[src/rtl/tdm_demux_4ch.sv]
// tdm_demux_4ch: receive side of a 4-channel TDM serial link.
// Deserialises a 1-bit stream (slot 0 first, MSB first, fs on the frame's first bit)
// and publishes all four channel words together once per good frame.
// Optional feature macro: TDM_PARITY_EN adds one even-parity bit after slot 3.
module tdm_demux_4ch #(
    parameter int WIDTH = 8
) (
    input  logic             clk,
    input  logic             rst,
    input  logic             en,
    input  logic             din,
    input  logic             fs,
    output logic [WIDTH-1:0] y0,
    output logic [WIDTH-1:0] y1,
    output logic [WIDTH-1:0] y2,
    output logic [WIDTH-1:0] y3,
    output logic             frame_vld,
    output logic             locked,
    output logic             sync_err,
    output logic             par_err
);

    localparam logic [0:0] STATE_HUNT = 1'b0;
    localparam logic [0:0] STATE_LOCK = 1'b1;

    localparam int              BW       = (WIDTH > 1) ? $clog2(WIDTH) : 1;
    localparam logic [BW-1:0]   BIT_LAST = BW'(WIDTH - 1);

    // Bit position within the frame is kept as (slot, bit-in-slot); slot 4 is the parity bit.
    logic [0:0]       r_state;
    logic [2:0]       r_slot;
    logic [BW-1:0]    r_bit;
    logic [WIDTH-1:0] r_shift;
    logic [WIDTH-1:0] r_hold [4];

    logic [WIDTH-1:0] w_word;
    logic             w_pos0;
    logic             w_slot_end;
    logic             w_frame_end;

    // Decode the current bit position and assemble the word completed by this sample.
    always_comb begin
        w_word     = {r_shift[WIDTH-2:0], din};
        w_pos0     = (r_slot == 3'd0) && (r_bit == '0);
        w_slot_end = (r_bit == BIT_LAST);
`ifdef TDM_PARITY_EN
        w_frame_end = (r_slot == 3'd4);
`else
        w_frame_end = (r_slot == 3'd3) && w_slot_end;
`endif
    end

`ifdef TDM_PARITY_EN
    // Running XOR of the frame's bits; restarts on the bit taken as pos 0.
    logic r_par;
    logic w_par_ok;
    assign w_par_ok = ((r_par ^ din) == 1'b0);
`else
    assign par_err = 1'b0;
`endif

    // Alignment FSM, bit counters, shift register and output registers.
    // NOTE: every register here uses non-blocking assignment so all updates read pre-edge values.
    always_ff @(posedge clk) begin
        if (rst) begin
            r_state   <= STATE_HUNT;
            r_slot    <= '0;
            r_bit     <= '0;
            r_shift   <= '0;
            // NOTE: the holding registers are cleared too; cheap at four words and keeps y deterministic.
            for (int k = 0; k < 4; k++) r_hold[k] <= '0;
            y0        <= '0;
            y1        <= '0;
            y2        <= '0;
            y3        <= '0;
            frame_vld <= 1'b0;
            locked    <= 1'b0;
            sync_err  <= 1'b0;
`ifdef TDM_PARITY_EN
            r_par     <= 1'b0;
            par_err   <= 1'b0;
`endif
        end else begin
            frame_vld <= 1'b0;
            sync_err  <= 1'b0;
`ifdef TDM_PARITY_EN
            par_err   <= 1'b0;
`endif
            if (en) begin
                if ((r_state == STATE_HUNT && fs) || (r_state == STATE_LOCK && fs && !w_pos0)) begin
                    // First fs, or early fs while locked: this bit is pos 0 of a new frame.
                    sync_err <= (r_state == STATE_LOCK);
                    r_state  <= STATE_LOCK;
                    locked   <= 1'b1;
                    r_shift  <= w_word;
                    r_slot   <= '0;
                    r_bit    <= BW'(1);
`ifdef TDM_PARITY_EN
                    r_par    <= din;
`endif
                end else if (r_state == STATE_LOCK && !fs && w_pos0) begin
                    // Missing fs where a frame should start: drop the bit and hunt again.
                    sync_err <= 1'b1;
                    r_state  <= STATE_HUNT;
                    locked   <= 1'b0;
                end else if (r_state == STATE_LOCK) begin
                    r_shift <= w_word;
`ifdef TDM_PARITY_EN
                    r_par   <= w_pos0 ? din : (r_par ^ din);
`endif
                    if (w_slot_end) r_hold[r_slot[1:0]] <= w_word;

                    if (w_frame_end) begin
                        r_slot <= '0;
                        r_bit  <= '0;
`ifdef TDM_PARITY_EN
                        if (w_par_ok) begin
                            y0        <= r_hold[0];
                            y1        <= r_hold[1];
                            y2        <= r_hold[2];
                            y3        <= r_hold[3];
                            frame_vld <= 1'b1;
                        end else begin
                            par_err   <= 1'b1;
                        end
`else
                        y0        <= r_hold[0];
                        y1        <= r_hold[1];
                        y2        <= r_hold[2];
                        y3        <= w_word;
                        frame_vld <= 1'b1;
`endif
                    end else if (w_slot_end) begin
                        r_slot <= r_slot + 3'd1;
                        r_bit  <= '0;
                    end else begin
                        r_bit  <= r_bit + BW'(1);
                    end
                end
            end
        end
    end

endmodule

[config.mk]
export PLATFORM = sky130hd
export DESIGN_NAME = tdm_demux_4ch
export DESIGN_NICKNAME = d
export VERILOG_FILES = /design/src/rtl/tdm_demux_4ch.sv
export SDC_FILE = /design/constraint.sdc
export NUM_CORES = 1
export LEC_CHECK = 0
export ABC_AREA = 1
export BUFFER_PORTS_ARGS = -buffer_cell sky130_fd_sc_hd__buf_2
export CAP_MARGIN = 0
export CORE_AREA = 2 2 77 79
export DETAILED_ROUTE_END_ITERATION = 7
export DIE_AREA = 0 0 79 81
export PLACE_DENSITY = 0.72
export SYNTH_ARGS = -nofsm -noshare
export SYNTH_HDL_FRONTEND = slang
export SYNTH_SLANG_ARGS = --single-unit
[constraint.sdc]
create_clock -name clk -period 2.7 [get_ports clk]
set_clock_uncertainty 0.05 [all_clocks]
set_input_delay 0.405 -clock clk [delete_from_list [all_inputs] [get_ports clk]]
set_output_delay 0.405 -clock clk [all_outputs]
set_load 0.01 [all_outputs]
==> flow_summary.toml <==
[placed_design]
hpwlAfterDp_um = 3830
dp_cells = 479
placed_area_mm2 = 0.00325
pre_cts_slack_ns = 0.396
gp_congestion = 0.894
io_buffers = 39

[routing]
drtPass1Iterations = 4
remaining_drc_errors = 0
post_drt_wl_per_cell_um = 11.1
drtIter0Drc = 140
antenna_left = 0
wl_um = 5500
vias = 2277
vias_per_cell = 4.60

[finish]
multiInputGateArea_mm2 = 0.00103
regArea_mm2 = 0.00168
syn_to_final_growth_pct = 12.8
antennaDiodeCount = 0
fillerInstances = 530
fin_nets = 425
fin_util_pct = 60.0
drive_above_1_share_pct = 16.0
stdcell_count = 495
final_area_mm2 = 0.00341

[logic_synthesis]
ys_seq_area_share_pct = 55.7
synth_warnings = 0
ys_ff_latch = 72
synth_area_leaders = "dfxtp_1 (32%), edfxtp_1 (24%), nor2_1 (12%)"
postSynthCellCount = 374
netlist_area_mm2 = 0.00302
syn-num-nets = 384
yosysTopAreaCell = "dfxtp_1"
postSynthAreaPerCell_um2 = 8.08
synth_cell_types = 23
yosysTopAreaCellShare_pct = 31.8

[floorplan]
coreArea_mm2 = 0.00568
initial_utilization_pct = 53.2
die_x_um = 79
pin_count = 41
die_area_mm2 = 0.00640
die_h_um = 81
std_cell_rows = 28

[setup_path]
r2r_end = "r_hold[1][4]$_SDFFCE_PN0P_"
crit_type = "flip-flop to flip-flop"
r2r_slack_ns = 0.37
cp-end-kind = "flip-flop"
endpoint = "r_hold[1][4]$_SDFFCE_PN0P_"
critPathLaunchType = "flip-flop"
required_ns = 2.66
r2r_start = "r_slot[1]$_SDFFE_PP0P_"
worst-r2r-cell-count = 8
arrival_ns = 2.29
path_max_fanout = 13
worstSetupStartpoint = "r_slot[1]$_SDFFE_PP0P_"

[clock_tree]
insertion_delay_ns = 0.34
ctsHoldBuffers = 0
postCtsSetupBuffers = 0
path_clk_slew_ns = 0.07
cts_buffers = 9
cts.repair.resized = 0
cts_max_level = 3
root_buffer = "clkbuf_8"
tritoncts = "done"
clock-sinks = 72
clock_path_buffers = 2

[grt]
grt_use_met2_pct = 30.4
grt_overflow = 0
grt_max_degree = 35
grt_most_used_layer = "met2"
grt_pass1_vias = 2090
antenna_found_initial = 0
track_usage_pct = 19.3
grt_pass1_wl_um = 9470
use_met1_pct = 24.8
use_met3_pct = 5.56

[outcome]
status = "finished, final reports clean"

[pwr]
power_frac_seq_pct = 58.7
leakagePower_nw = 1.75
ir_drop_mv = 0.323
power_density_mw_per_mm2 = 581
pwr-share-comb_pct = 6.0
p_int_mw = 1.51
power_mw = 1.98
p_sw_share_pct = 23.8
p_clk_share_pct = 35.3
netSwitchingPower_mw = 0.471

[timing]
fin_tns_setup_ns = 0
rsz0062_at_grt = "false"
fmax_mhz = 430
period_minus_slack_ns = 2.33
whs_ns = 0.265
setup_slack_ns = 0.374
maxSlewHeadroom_pct = 58.0
hold_viol = 0
period_share_pct = 86.1
setup_viol = 0
tightestPinTransition_ns = 0.629
maxSlewViolCount = 0

[run]
drv_cap = 0

[hold_path]
hp-class = "primary input to flip-flop"
logic make-up (layout without fill, tap and decap cells):
logic type	after synthesis	count (layout)	synth area share, %
AO/OA/AOI/OAI	25	25	4.23
adder cells (fa/ha/maj)	5	5	2.07
buffers and inverters	69	115	10.2
flip-flops	72	72	55.7
other	1	1	0.124
AND/OR/NAND/NOR	202	202	27.7
layout by cell type (no fill, tap or decap), types with 2 or more instances in the layout:
cell / Yosys / routed
nor2_1: 93 / 93
buf_2: 1 / 39
o21ai_0: 13 / 13
nand3_1: 2 / 2
clkbuf_8: 0 / 9
a31oi_1: 2 / 2
nand2_1: 81 / 81
buf_4: 3 / 7
nand2_2: 2 / 2
a21oi_1: 8 / 8
o21ai_1: 2 / 2
inv_1: 53 / 53
nand4_2: 3 / 3
nor3_1: 17 / 17
dfxtp_1: 48 / 48
clkinv_2: 0 / 2
ha_1: 5 / 5
clkbuf_1: 7 / 3
edfxtp_1: 24 / 24
critical path: stages, from the launching register on:
cell	delay [ns]
dfxtp_1	0.32
inv_1	0.31
ha_1	0.25
nand3_1	0.08
nor2_1	0.15
nor2_1	0.13
nor2_1	0.18
nand4_2	0.21
nand2_1	0.32
per-layer routing:
layer	routed length, µm	vias up
met2	2490	62
met1	2570	980
met5	0	-
met3	328	9
met4	103	0
li1	-	1226
cell usage after synthesis, drive strengths merged:
cell type  instances
nor2              94
nand2             84
inv               53
dfxtp             48
edfxtp            24
nor3              18
o21ai             15
buf                9
a21oi              8
clkbuf             7
ha                 5
nand3              3
nand4              3
a31oi              2
conb               1
worst min path at each step:
stage / slack, ns / startpoint / endpoint / depth (start not counted)
after global routing: 0.27 / rst / r_state$_SDFFE_PP0P_ / 2
after floorplan: 0.40 / r_hold[1][2]$_SDFFCE_PN0P_ / y1[2]$_SDFFE_PP0P_ / 2
after detailed placement: 0.41 / r_hold[2][2]$_SDFFCE_PN0P_ / y2[2]$_SDFFE_PP0P_ / 2
after global placement: 0.41 / r_hold[1][5]$_SDFFCE_PN0P_ / y1[5]$_SDFFE_PP0P_ / 2
after CTS: 0.25 / rst / r_state$_SDFFE_PP0P_ / 2
final: 0.26 / rst / r_state$_SDFFE_PP0P_ / 2
cell type report:
type / instances / area share (%)
sequential: 72 / 49.4
multi-input combinational: 233 / 30.2
timing repair buffer: 46 / 7.27
inverter: 53 / 5.84
clock buffer: 12 / 3.97
tap: 75 / 2.75
clock inverter: 4 / 0.588
power groups by stage:
stage	Combinational [mW]	Sequential, mW	Clock [mW]
floorplan	0.0851	1.18	0
global placement	0.116	1.18	0
detailed placement	0.118	1.19	0
CTS	0.118	1.16	0.720
global route	0.136	1.16	0.763
finish	0.119	1.16	0.698
flip-flops by register name (all words and copies together) (netlist names):
| register | count |
|---|---|
| y3 | 8 |
| y0 | 8 |
| y1 | 8 |
| sync_err | 1 |
| r_hold | 24 |
| r_slot | 3 |
| r_shift | 7 |
| r_state | 1 |
| r_bit | 3 |
| y2 | 8 |
| frame_vld | 1 |
Note: power is estimated with default switching activity, not from simulation.
